File: src/rtl/hex_entry_ctrl_if.sv
// Keypad-scanner handshake and operand-register write bus for hex_entry_ctrl.
// master: the entry sequencer; slave: scanner plus operand register file.
interface hex_entry_ctrl_if;
    logic [4:0] Din;
    logic       D_ready;
    logic       readn;
    logic       wr_en;
    logic       wr_sel;
    logic [2:0] wr_idx;
    logic [3:0] wr_nib;
    logic       clr;

    modport master (
        input  Din, D_ready,
        output readn, wr_en, wr_sel, wr_idx, wr_nib, clr
    );

    modport slave (
        output Din, D_ready,
        input  readn, wr_en, wr_sel, wr_idx, wr_nib, clr
    );
endinterface

File: src/rtl/hex_entry_ctrl.sv
// Hex operand-entry sequencer: keypad handshake, nibble write strobes, cursor/target tracking, blink mask.
// Optional ENTRY_AUTO_ADVANCE_EN: cursor moves one digit right after each hex digit write.
module hex_entry_ctrl #(
    parameter int BLINK_DIV = 25_000_000
) (
    input  logic                    clk,
    input  logic                    rst,
    hex_entry_ctrl_if.master        bus,
    input  logic [2:0]              BTN,
    output logic                    sel,
    output logic [2:0]              cursor,
    output logic [7:0]              blink
);
    localparam int CNT_W = (BLINK_DIV > 2) ? $clog2(BLINK_DIV) : 1;
    localparam logic [CNT_W-1:0] CNT_MAX = CNT_W'(BLINK_DIV - 1);

    typedef enum logic [1:0] {
        ST_IDLE     = 2'd0,
        ST_ACK      = 2'd1,
        ST_WAIT_REL = 2'd2
    } state_t;

    state_t           state_r, state_nxt_s;
    logic             accept_s;
    logic [2:0]       btn_prev_r, btn_rise_s;
    logic             sel_r, sel_nxt_s;
    logic [2:0]       cursor_r, cursor_nxt_s, cursor_code_s;
    logic             code_move_s;
    logic [CNT_W-1:0] cnt_r, cnt_nxt_s;
    logic             phase_r, phase_nxt_s;
    logic [7:0]       blink_r, blink_nxt_s;
    logic             readn_r, readn_nxt_s;
    logic             wr_en_r, wr_en_nxt_s;
    logic             clr_r, clr_nxt_s;
    logic             wr_sel_r, wr_sel_nxt_s;
    logic [2:0]       wr_idx_r, wr_idx_nxt_s;
    logic [3:0]       wr_nib_r, wr_nib_nxt_s;

    assign accept_s = (state_r == ST_IDLE) && bus.D_ready;

    // Handshake state register; reset parks in WAIT_REL so a held code is not re-captured
    always_ff @(posedge clk) begin
        if (rst) begin
            state_r <= ST_WAIT_REL;
        end else begin
            state_r <= state_nxt_s;
        end
    end

    // Handshake next-state decode
    always_comb begin
        state_nxt_s = state_r;
        case (state_r)
            ST_IDLE: begin
                if (bus.D_ready) state_nxt_s = ST_ACK;
                else             state_nxt_s = ST_IDLE;
            end
            ST_ACK:  state_nxt_s = ST_WAIT_REL;
            ST_WAIT_REL: begin
                if (!bus.D_ready) state_nxt_s = ST_IDLE;
                else              state_nxt_s = ST_WAIT_REL;
            end
            default: state_nxt_s = ST_WAIT_REL;
        endcase
    end

    // Code action decode; strobes are registered so they appear during the ACK cycle
    always_comb begin
        readn_nxt_s   = 1'b1;
        wr_en_nxt_s   = 1'b0;
        clr_nxt_s     = 1'b0;
        wr_sel_nxt_s  = wr_sel_r;
        wr_idx_nxt_s  = wr_idx_r;
        wr_nib_nxt_s  = wr_nib_r;
        code_move_s   = 1'b0;
        cursor_code_s = cursor_r;
        if (accept_s) begin
            readn_nxt_s = 1'b0;
            if (!bus.Din[4]) begin
                wr_en_nxt_s  = 1'b1;
                wr_sel_nxt_s = sel_r;
                wr_idx_nxt_s = cursor_r;
                wr_nib_nxt_s = bus.Din[3:0];
                code_move_s  = 1'b1;
`ifdef ENTRY_AUTO_ADVANCE_EN
                cursor_code_s = cursor_r - 3'd1;
`else
                cursor_code_s = cursor_r;
`endif
            end else if (bus.Din == 5'h10) begin
                clr_nxt_s     = 1'b1;
                wr_sel_nxt_s  = sel_r;
                code_move_s   = 1'b1;
                cursor_code_s = 3'd7;
            end else if (bus.Din == 5'h11) begin
                wr_en_nxt_s   = 1'b1;
                wr_sel_nxt_s  = sel_r;
                wr_idx_nxt_s  = cursor_r + 3'd1;
                wr_nib_nxt_s  = 4'h0;
                code_move_s   = 1'b1;
                cursor_code_s = cursor_r + 3'd1;
            end else begin
                readn_nxt_s = 1'b0;
            end
        end else begin
            readn_nxt_s = 1'b1;
        end
    end

    // Target/cursor update: a code that owns the cursor wins over the move buttons
    always_comb begin
        btn_rise_s = BTN & ~btn_prev_r;
        sel_nxt_s  = sel_r ^ btn_rise_s[0];
        if (code_move_s) begin
            cursor_nxt_s = cursor_code_s;
        end else if (btn_rise_s[1] && !btn_rise_s[2]) begin
            cursor_nxt_s = cursor_r + 3'd1;
        end else if (btn_rise_s[2] && !btn_rise_s[1]) begin
            cursor_nxt_s = cursor_r - 3'd1;
        end else begin
            cursor_nxt_s = cursor_r;
        end
    end

    // Blink timer restarts on any edit-position change so the digit is visible at once
    always_comb begin
        if ((cursor_nxt_s != cursor_r) || (sel_nxt_s != sel_r)) begin
            cnt_nxt_s   = '0;
            phase_nxt_s = 1'b0;
        end else if (cnt_r == CNT_MAX) begin
            cnt_nxt_s   = '0;
            phase_nxt_s = ~phase_r;
        end else begin
            cnt_nxt_s   = cnt_r + CNT_W'(1);
            phase_nxt_s = phase_r;
        end
        if (phase_nxt_s) blink_nxt_s = 8'h01 << cursor_nxt_s;
        else             blink_nxt_s = 8'h00;
    end

    // Output, cursor, button-history and blink registers
    always_ff @(posedge clk) begin
        if (rst) begin
            readn_r    <= 1'b1;
            wr_en_r    <= 1'b0;
            clr_r      <= 1'b0;
            wr_sel_r   <= 1'b0;
            wr_idx_r   <= 3'd0;
            wr_nib_r   <= 4'h0;
            sel_r      <= 1'b0;
            cursor_r   <= 3'd7;
            btn_prev_r <= 3'b000;
            cnt_r      <= '0;
            phase_r    <= 1'b0;
            blink_r    <= 8'h00;
        end else begin
            readn_r    <= readn_nxt_s;
            wr_en_r    <= wr_en_nxt_s;
            clr_r      <= clr_nxt_s;
            wr_sel_r   <= wr_sel_nxt_s;
            wr_idx_r   <= wr_idx_nxt_s;
            wr_nib_r   <= wr_nib_nxt_s;
            sel_r      <= sel_nxt_s;
            cursor_r   <= cursor_nxt_s;
            btn_prev_r <= BTN;
            cnt_r      <= cnt_nxt_s;
            phase_r    <= phase_nxt_s;
            blink_r    <= blink_nxt_s;
        end
    end

    assign bus.readn  = readn_r;
    assign bus.wr_en  = wr_en_r;
    assign bus.clr    = clr_r;
    assign bus.wr_sel = wr_sel_r;
    assign bus.wr_idx = wr_idx_r;
    assign bus.wr_nib = wr_nib_r;
    assign sel        = sel_r;
    assign cursor     = cursor_r;
    assign blink      = blink_r;
endmodule

File: src/flat_wrapper.sv
// flat-port wrapper written by rule: the top's interface ports become plain ports
module hex_entry_ctrl_flat 
#(
    parameter int BLINK_DIV = 25_000_000
)
  (clk, rst, BTN, sel, cursor, blink, bus_Din, bus_D_ready, bus_readn, bus_wr_en, bus_wr_sel, bus_wr_idx, bus_wr_nib, bus_clr);
  hex_entry_ctrl_if bus_i ();
  input  logic clk;
  input  logic rst;
  input  logic [2:0] BTN;
  output logic sel;
  output logic [2:0] cursor;
  output logic [7:0] blink;
  input wire logic [$bits(bus_i.Din)-1:0] bus_Din;
  input wire logic [$bits(bus_i.D_ready)-1:0] bus_D_ready;
  output wire logic [$bits(bus_i.readn)-1:0] bus_readn;
  output wire logic [$bits(bus_i.wr_en)-1:0] bus_wr_en;
  output wire logic [$bits(bus_i.wr_sel)-1:0] bus_wr_sel;
  output wire logic [$bits(bus_i.wr_idx)-1:0] bus_wr_idx;
  output wire logic [$bits(bus_i.wr_nib)-1:0] bus_wr_nib;
  output wire logic [$bits(bus_i.clr)-1:0] bus_clr;
  assign bus_i.Din = bus_Din;
  assign bus_i.D_ready = bus_D_ready;
  assign bus_readn = bus_i.readn;
  assign bus_wr_en = bus_i.wr_en;
  assign bus_wr_sel = bus_i.wr_sel;
  assign bus_wr_idx = bus_i.wr_idx;
  assign bus_wr_nib = bus_i.wr_nib;
  assign bus_clr = bus_i.clr;
  hex_entry_ctrl #(.BLINK_DIV(BLINK_DIV)) u_core (.clk(clk), .rst(rst), .bus(bus_i), .BTN(BTN), .sel(sel), .cursor(cursor), .blink(blink));
endmodule
File: config.mk
export PLATFORM = sky130hd
export DESIGN_NAME = hex_entry_ctrl_flat
export DESIGN_NICKNAME = d
export VERILOG_FILES = /design/src/rtl/hex_entry_ctrl_if.sv /design/src/rtl/hex_entry_ctrl.sv /design/src/flat_wrapper.sv
export SDC_FILE = /design/constraint.sdc
export NUM_CORES = 1
export LEC_CHECK = 0
export BUFFER_PORTS_ARGS = -buffer_cell sky130_fd_sc_hd__buf_2
export CORE_MARGIN = 2
export CORE_UTILIZATION = 55
export CTS_CLUSTER_DIAMETER = 30
export DETAILED_ROUTE_END_ITERATION = 12
export PLACE_DENSITY = 0.77
export REMOVE_ABC_BUFFERS = 1
export SETUP_SLACK_MARGIN = 0.1
export SLEW_MARGIN = 10
export SYNTH_ARGS = -nofsm -noshare
export SYNTH_HDL_FRONTEND = slang
export SYNTH_SLANG_ARGS = --single-unit
File: constraint.sdc
create_clock -name clk -period 2.95 [get_ports clk]
set_clock_uncertainty 0.05 [all_clocks]
set_input_delay 0.1475 -clock clk [delete_from_list [all_inputs] [get_ports clk]]
set_output_delay 0.1475 -clock clk [all_outputs]
set_load 0.05 [all_outputs]
; ---- After elaboration in Yosys (flattened, before gate mapping)
; Cells that the tools add are included.
[totals]
input_bits = 11
latch_bits = 0
word_cells = 75
ram_bits = 0
memories = 0
regBits = 54
output_inout_bits = 23
rom_bits = 0
[op_classes]
order_cmp = 0
div = 0
n_reduce_logical = 13
addsub = 3
mux = 29
n_mul = 0
eq_ne = 9
bitwise = 7
shifts = 1
[ops]
columns = cell, n
row1 = 3-bit two-way mux, 10
row2 = 25-bit by 1-bit adder with 25-bit output (second input constant), 1
row3 = 25-bit == test (second input constant), 1
row4 = 1-bit two-way mux, 14
row5 = 4-bit two-way mux, 3
row6 = 5-bit == test (second input constant), 2
row7 = 1-bit by 3-bit left shift with 8-bit output (first input constant), 1
row8 = 3-bit OR reduction, 2
row9 = 1-bit NOT, 4
row10 = 2-bit one-hot mux with 2 select lines, 1
row11 = 2-bit OR reduction, 2
row12 = 3-bit by 1-bit adder with 3-bit output (second input constant), 1
row13 = 3-bit AND, 1
row14 = 1-bit logical AND, 3
row15 = 3-bit by 1-bit != test with 1-bit output (second input constant), 1
row16 = 3-bit != test, 1
row17 = 3-bit NOT, 1
row18 = 3-bit AND reduction, 1
row19 = 3-bit by 1-bit subtractor with 3-bit output (second input constant), 1
row20 = 2-bit == test (second input constant), 1
row21 = 1-bit logical NOT, 2
row22 = 2-bit logical NOT, 1
row23 = 2-bit two-way mux, 1
row24 = 2-bit by 1-bit != test with 1-bit output (second input constant), 1
row25 = other kinds (5), 5

; ---- Logic depth before layout (Yosys ltp)
; Gate-level depths: netlist of the first run.
[depth]
ltp_word = 12
mapped_depth = 10
ltp_nobuf = 9

; ---- Worst setup path before layout of the first run
; No wires, ideal clock.
[synth_path]
path_type = reg2reg
from = register u_core.cursor_r[0], in the netlist u_core.cursor[0]
to = register u_core.cnt_r[6]
path_slack_ps = 276
synth_period_minus_slack_ps = 2674
path_buffers = 1
t_arrival_ps = 2560
stages_incl_launch_ff = 10
required_ps = 2836
setup_ps = 64
path_cell_list = dfxtp_1 -> inv_1 -> ha_1 -> and3b_1 -> a2111oi_0 -> a21oi_1 -> a21oi_1 -> nand4_2 -> buf_2 -> nor2_1
[synth_via]
elab_chain_cells = 9
word_cells_on_any_way = 12
classes_between = add/sub (2) / eq/ne (1) / mux (7) / reduce/logical (2)
[synth_rtl]
columns = item, line_no
row1 = start: declaration, hex_entry_ctrl.sv:27  ; logic [2:0] cursor_r, cursor_nxt_s, cursor_code_s;
row2 = start signal: assignment, hex_entry_ctrl.sv:164  ; cursor_r <= cursor_nxt_s;
row3 = 3-bit by 1-bit adder with 3-bit output, "hex_entry_ctrl.sv:101, hex_entry_ctrl.sv:117"
row4 = 3-bit two-way mux, hex_entry_ctrl.sv:95  ; end else if (bus.Din == 5'h11) begin
row5 = 3-bit two-way mux, hex_entry_ctrl.sv:90  ; end else if (bus.Din == 5'h10) begin
row6 = 3-bit two-way mux, hex_entry_ctrl.sv:79  ; if (!bus.Din[4]) begin
row7 = 3-bit two-way mux, hex_entry_ctrl.sv:77  ; if (accept_s) begin
row8 = 3-bit two-way mux, hex_entry_ctrl.sv:114  ; if (code_move_s) begin
row9 = 3-bit != test (*), hex_entry_ctrl.sv:127  ; if ((cursor_nxt_s != cursor_r) || (sel_nxt_s != sel_r)) begin
row10 = 1-bit logical OR (*), hex_entry_ctrl.sv:127
row11 = 3-bit OR reduction (no source line) (*), -
row12 = end signal: assignment, hex_entry_ctrl.sv:166  ; cnt_r <= cnt_nxt_s;
row13 = end: declaration, hex_entry_ctrl.sv:29  ; logic [CNT_W-1:0] cnt_r, cnt_nxt_s;
; Every way passes the cells marked *; elsewhere a longest branch is shown, timed or not.
; A chain may end at the register's enable or synchronous reset.

; ---- Worst setup path in the final report of the first run
[layout_path]
from = register u_core.cursor_r[1], in the netlist u_core.cursor[1]
to = register u_core.cnt_r[12]
; Same word-level chain as after synthesis.

==> impl_metrics.env, run 1 <==
export IMPL_status="finished, final reports clean"
export IMPL_num_antenna_cells=0
export IMPL_yosys_area_share_simple=0.292
export IMPL_synth_xor_area_share=0.105
export IMPL_grt_first_pass_wirelength_um=8100
export IMPL_whs_ps=25.4
export IMPL_cts_tree="built"
export IMPL_grt_setup_unrepaired="true"
export IMPL_post_cts_buffers=0
export IMPL_core_region_area_um2=4290
export IMPL_yosysWarnings=0
export IMPL_path_max_fanout=16
export IMPL_maxCapViolCount=0
export IMPL_ys_types=47
export IMPL_critPathKind="reg2reg"
export IMPL_place_gp_congestion=0.886
export IMPL_initial_core_util=0.560
export IMPL_detail_route_drc_violations=0
export IMPL_grt_total_usage=0.201
export IMPL_synth_compound_area_share=0.104
export IMPL_max_freq_mhz=379
export IMPL_hold_viol=0
export IMPL_die_x_um=70.1
export IMPL_fin_util=0.633
export IMPL_slowest_stage="dfxtp_1"
export IMPL_htree_num_levels=2
export IMPL_worst_path_most_repeated_cell="a21oi_1"
export IMPL_hold_class="in2reg"
export IMPL_vdd_ir_drop_max_uv=267
export IMPL_fp_row_count=24
export IMPL_fin_nets=324
export IMPL_wirelength_um=4600
export IMPL_max_slew_margin=0.671
export IMPL_insertion_delay_ps=300
export IMPL_p_per_area_nw_per_um2=548
export IMPL_p_total_uw=1490
export IMPL_clkSlewWorstSetupHoldPaths_ps=100
export IMPL_cts_root_buf="clkbuf_8"
export IMPL_synth_fa_ha_area_frac=0.0156
export IMPL_ctsResizeCount=0
export IMPL_layout_commonest_cell="dfxtp_1"
export IMPL_reg2reg_slack_ps=310
export IMPL_grt_max_degree=21
export IMPL_slew_viol_final=0
export IMPL_synth_ff_type="dfxtp_1"
export IMPL_clk_path_buf_depth=2
export IMPL_syn_inst=278
export IMPL_crit_chain="inv_1 > ha_1 > and3b_1 > a2111oi_0 > a21oi_1 > a21oi_1 > nand4_2 > nor2_1"
export IMPL_vias=2003
export IMPL_avgViaCountPerCell=5.52
export IMPL_hold_buffers=0
export IMPL_crit_path_start_kind="flop"
export IMPL_synthArstFlopShare=0
export IMPL_period_share=0.894
export IMPL_fin_crit_ps=2640
export IMPL_p_leak_uw=0.00104
export IMPL_yosys_register_bits=54
export IMPL_synth_mux_area_frac=0.00885
export IMPL_drive_above_1_share=0.158
export IMPL_globalRouteOverflowTotal=0
export IMPL_n_fill_cell=391
export IMPL_portBuffers=33
export IMPL_tightest_slew_ps=489
export IMPL_crit_arrival_ps=2810
export IMPL_netlist_area_um2=2400
export IMPL_synthToLayoutAreaGrowth_pct=13.0
export IMPL_final_cell_mix="54 x dfxtp_1, 50 x nor2_1, 33 x buf_2"
export IMPL_required_ps=3130
export IMPL_hpwl_um=3360
export IMPL_dieHeight_um=70.1
export IMPL_antenna_found_initial=0
export IMPL_end_kind="flop"
export IMPL_ant_nets=0
export IMPL_synth_edf_count=0
export IMPL_synth_top_family_by_area="simple AND/OR/NAND/NOR gates"
export IMPL_grt_pass1_vias=1956
export IMPL_setup_viol=0
export IMPL_die_area_um2=4910
export IMPL_drt_initial_drc_count=87
export IMPL_cts_sinks=54
export IMPL_io_pins=34
export IMPL_yosysSeqAreaShare=0.450
export IMPL_syn_area_per_cell_um2=8.65
export IMPL_cts_buffers=5
export IMPL_dr_pass1_iters=4
export IMPL_max_stage_delay_ps=500
export IMPL_wl_per_cell_um=12.7
-- worst paths after layout --
path                                        from           endpoint  cells after the start
worst max register to register  u_core.cursor[1]   u_core.cnt_r[12]                      8
worst min register to register   u_core.cnt_r[0]    u_core.cnt_r[0]                      1
worst max-delay path            u_core.cursor[1]   u_core.cnt_r[12]                      8
worst min-delay path                 bus_D_ready  u_core.state_r[1]                      2
-- critical path: cells and delay by family, from the launching register on --
| family | cells | cell delay, ps |
|---|---|---|
| AO/OA/AOI/OAI | 3 | 770 |
| adder cells (fa/ha/maj) | 1 | 340 |
| buffers and inverters | 1 | 90 |
| AND/OR/NAND/NOR | 3 | 800 |
| flip-flops | 1 | 500 |
-- synth_stat cells (2+ instances only) --
| library cell | instances | share of area |
|---|---|---|
| dfxtp_1 | 54 | 0.45 |
| nor2_1 | 50 | 0.078 |
| nand2_1 | 21 | 0.033 |
| xor2_1 | 19 | 0.069 |
| nand3_1 | 15 | 0.031 |
| a21oi_1 | 13 | 0.027 |
| nor3_1 | 11 | 0.023 |
| nor2b_1 | 10 | 0.026 |
| xnor2_1 | 8 | 0.029 |
| clkbuf_1 | 7 | 0.011 |
| nand2b_1 | 7 | 0.018 |
| and3_1 | 5 | 0.013 |
| inv_1 | 5 | 0.0078 |
| nand4_1 | 4 | 0.010 |
| a211oi_1 | 3 | 0.0094 |
| a22oi_1 | 3 | 0.0094 |
| buf_2 | 3 | 0.0062 |
| ha_1 | 3 | 0.016 |
| nor3b_1 | 3 | 0.0094 |
| o22ai_1 | 3 | 0.0078 |
| nor4bb_1 | 2 | 0.0083 |
| o211ai_1 | 2 | 0.0062 |
| o21ai_0 | 2 | 0.0042 |
| or2_2 | 2 | 0.0052 |
-- stage by stage --
stage | setup WS (ps) | std cells | cell area, µm² | TNS [ps]
2_1_floorplan | 306 | 268 | 2360 | 0
3_3_place_gp | 439 | 355 | 2610 | 0
3_5_place_dp | 337 | 355 | 2610 | 0
4_1_cts | 305 | 363 | 2720 | 0
5_1_grt | -11.0 | 363 | 2720 | -11.0
6_report | 314 | 363 | 2720 | 0
-- routing by layer --
metal | routed length, µm | GRT usage
met1 | 1990 | 0.222
met2 | 2290 | 0.358
met3 | 197 | 0.0447
met4 | 122 | 0.105
met5 | 0 | 0
-- state kept, by name, indices dropped and copies added, names as in the netlist, 2 cells and up --
signal / flops
u_core.cnt_r: 25
u_core.blink: 8
u_core.bus.wr_nib: 4
u_core.bus.wr_idx: 3
u_core.btn_prev_r: 3
u_core.state_r: 2
u_core.cursor: 3
-- report_power, final --
| part | internal (µW) | switching (µW) |
|---|---|---|
| logic | 81.7 | 160 |
| clock network | 250 | 231 |
| registers | 746 | 20.1 |
| total | 1080 | 410 |
-- final cells by class --
cell class              count  area [µm²]  area share
inverters                   5        18.8     0.00691
multi-input cells         209        1260       0.465
flip-flops and latches     54        1080       0.398
repair buffers             35         180      0.0663
well taps                  52        65.1      0.0240
clock inverters             3        40.0      0.0147
clock buffers               5        68.8      0.0253
-- kinds of logic (layout without fill, tap and decap cells) --
| family | Yosys count | after routing |
|---|---|---|
| and+or+nand+nor | 140 | 140 |
| DFF | 54 | 54 |
| AOI/OAI and AO/OA | 36 | 36 |
| xor gates and xnor gates | 28 | 28 |
| buffers and inverters | 15 | 48 |
| adders and majority gates | 3 | 3 |
| muxes | 2 | 2 |
Note: power is estimated with default switching activity, not from simulation.
==> run 2: changes to the inputs <==
Settings changed: CAP_MARGIN set to 40, CELL_PAD_IN_SITES_DETAIL_PLACEMENT set to 0, CELL_PAD_IN_SITES_GLOBAL_PLACEMENT set to 1, CORE_UTILIZATION 55 to 42, PLACE_DENSITY 0.77 to unset, PLACE_DENSITY_LB_ADDON set to 0.1.
==> run 2 against run 1 <==
Flip-flop and latch count unchanged. Clock-buffer cell count is the same. Clock power is 1% higher. Design area increased by 1.3%. Hold slack worse by 11 ps. Global-route usage is 2.9 points lower. Fmax about the same. Total power up 0.60%. Register-to-register slack about the same. Non-clock buffer count rose by 1. First-iteration DRC count increased by 11%. Final cell count is 5.8% higher.
==> impl_metrics.env, run 2 (synthesis gave the netlist of run 1 again) <==
export IMPL_portBuffers=33
export IMPL_fin_nets=325
export IMPL_initial_core_util=0.436
export IMPL_fp_row_count=27
export IMPL_num_antenna_cells=0
export IMPL_grt_pass1_vias=1880
export IMPL_core_region_area_um2=5510
export IMPL_p_leak_uw=0.00105
export IMPL_setup_viol=0
export IMPL_top_register="u_core.cnt_r"
export IMPL_wirelength_um=4850
export IMPL_crit_arrival_ps=2820
export IMPL_rr_worst_depth=8
export IMPL_grt_first_pass_wirelength_um=8650
export IMPL_clkSlewWorstSetupHoldPaths_ps=100
export IMPL_dieHeight_um=79.7
export IMPL_p_per_area_nw_per_um2=544
export IMPL_synthToLayoutAreaGrowth_pct=14.5
export IMPL_place_gp_congestion=0.712
export IMPL_critPathKind="reg2reg"
export IMPL_cts_sinks=54
export IMPL_tightest_slew_ps=653
export IMPL_largest_reg_flops=25
export IMPL_io_pins=34
export IMPL_period_share=0.893
export IMPL_grt_max_degree=21
export IMPL_vdd_ir_drop_max_uv=293
export IMPL_use_met2=0.309
export IMPL_drive_above_1_share=0.157
export IMPL_path_max_fanout=16
export IMPL_slew_viol_final=0
export IMPL_cts_root_buf="clkbuf_8"
export IMPL_antenna_found_initial=0
export IMPL_hold_viol=0
export IMPL_hold_class="in2reg"
export IMPL_dp_cells=375
export IMPL_grt_setup_unrepaired="true"
export IMPL_cts_buffers=5
export IMPL_crit_path_start_kind="flop"
export IMPL_vias=1955
export IMPL_hpwl_um=3470
export IMPL_grt_busiest_layer="met2"
export IMPL_detail_route_drc_violations=0
export IMPL_timing_rr_end="u_core.cnt_r[19]"
export IMPL_htree_num_levels=2
export IMPL_maxCapViolCount=0
export IMPL_fin_crit_ps=2640
export IMPL_ant_nets=0
export IMPL_use_met1=0.202
export IMPL_post_cts_buffers=0
export IMPL_die_x_um=79.7
export IMPL_insertion_delay_ps=310
export IMPL_die_area_um2=6340
export IMPL_grtUsageMet3=0.0362
export IMPL_globalRouteOverflowTotal=0
export IMPL_reg2reg_slack_ps=310
export IMPL_reg2reg_from="u_core.cursor[1]"
export IMPL_required_ps=3130
export IMPL_dr_pass1_iters=4
export IMPL_grt_total_usage=0.172
export IMPL_final_cell_mix="54 x dfxtp_1, 50 x nor2_1, 33 x buf_2"
export IMPL_max_freq_mhz=380
export IMPL_tns_ps=0
export IMPL_min_to="u_core.state_r[1]"
export IMPL_drt_initial_drc_count=97
export IMPL_layout_commonest_cell="dfxtp_1"
export IMPL_hp_start="bus_D_ready"
export IMPL_cts_tree="built"
export IMPL_fin_cells=384
export IMPL_status="finished, final reports clean"
export IMPL_holdPathStages=2
export IMPL_clk_path_buf_depth=2
export IMPL_avgViaCountPerCell=5.09
export IMPL_wl_per_cell_um=12.6
export IMPL_ctsResizeCount=0
export IMPL_end_kind="flop"
export IMPL_max_slew_margin=0.561
run 2: cell count changes in the layout (fill, tap and decap cells not counted), sizes merged:
cell	before	now
dlygate4sd3	0	1
run 2: area by class of cell:
cell class                      count  area (µm²)
Clock buffer                        5        68.8
Clock inverter                      3        40.0
Fill cell                         546        2760
Inverter                            5        18.8
Multi-Input combinational cell    209        1260
Sequential cell                    54        1080
Tap cell                           72        90.1
Timing Repair Buffer               36         190
run 2: metrics by stage:
step	hold WS (ps)	total power (µW)	instance area [µm²]	utilization	setup slack [ps]
final	14.1	1500	2750	0.500	315
after floorplan	167	961	2360	-	306
after CTS	9.31	1520	2750	0.500	298
after detailed placement	327	1030	2630	0.478	323
after global routing	14.4	1580	2750	0.500	64.2
after global placement	320	1020	2630	0.478	378
run 2: how the worst max path moves through the flow:
| stage | startpoint | to | depth (start not counted) |
|---|---|---|---|
| 2_1_floorplan | u_core.cursor[0] | u_core.cnt_r[11] | 8 |
| 3_3_place_gp | u_core.cursor[1] | u_core.cnt_r[19] | 8 |
| 3_5_place_dp | u_core.cursor[1] | u_core.cnt_r[16] | 8 |
| 4_1_cts | u_core.cursor[1] | u_core.cnt_r[22] | 8 |
| 5_1_grt | u_core.cursor[1] | u_core.cnt_r[9] | 8 |
| 6_report | u_core.cursor[1] | u_core.cnt_r[19] | 8 |
run 2: where the power goes:
group / internal [µW] / leakage (µW) / switching [µW] / total, µW
combinational: 82.4 / 0.000552 / 161 / 244
sequential: 746 / 0.000438 / 19.9 / 766
clock: 250 / 0.0000579 / 237 / 487
run 2: metal layers:
metal | share of wire | routed length (µm)
met1 | 0.46 | 2210
met2 | 0.48 | 2340
met3 | 0.047 | 229
met4 | 0.013 | 64
met5 | 0 | 0
run 2: repair_timing:
action | in CTS | in global routing
hold buffers | 1 | 0
endpoints found under the hold margin | 1 | 0
endpoints found under the setup margin | 0 | 10
run 2: critical path, stage by stage, from the launching register on:
cell and delay [ps]:
dfxtp_1 490, inv_1 100, ha_1 350, and3b_1 210, a2111oi_0 390, a21oi_1 70, a21oi_1 280, nand4_2 410
nor2_1 210
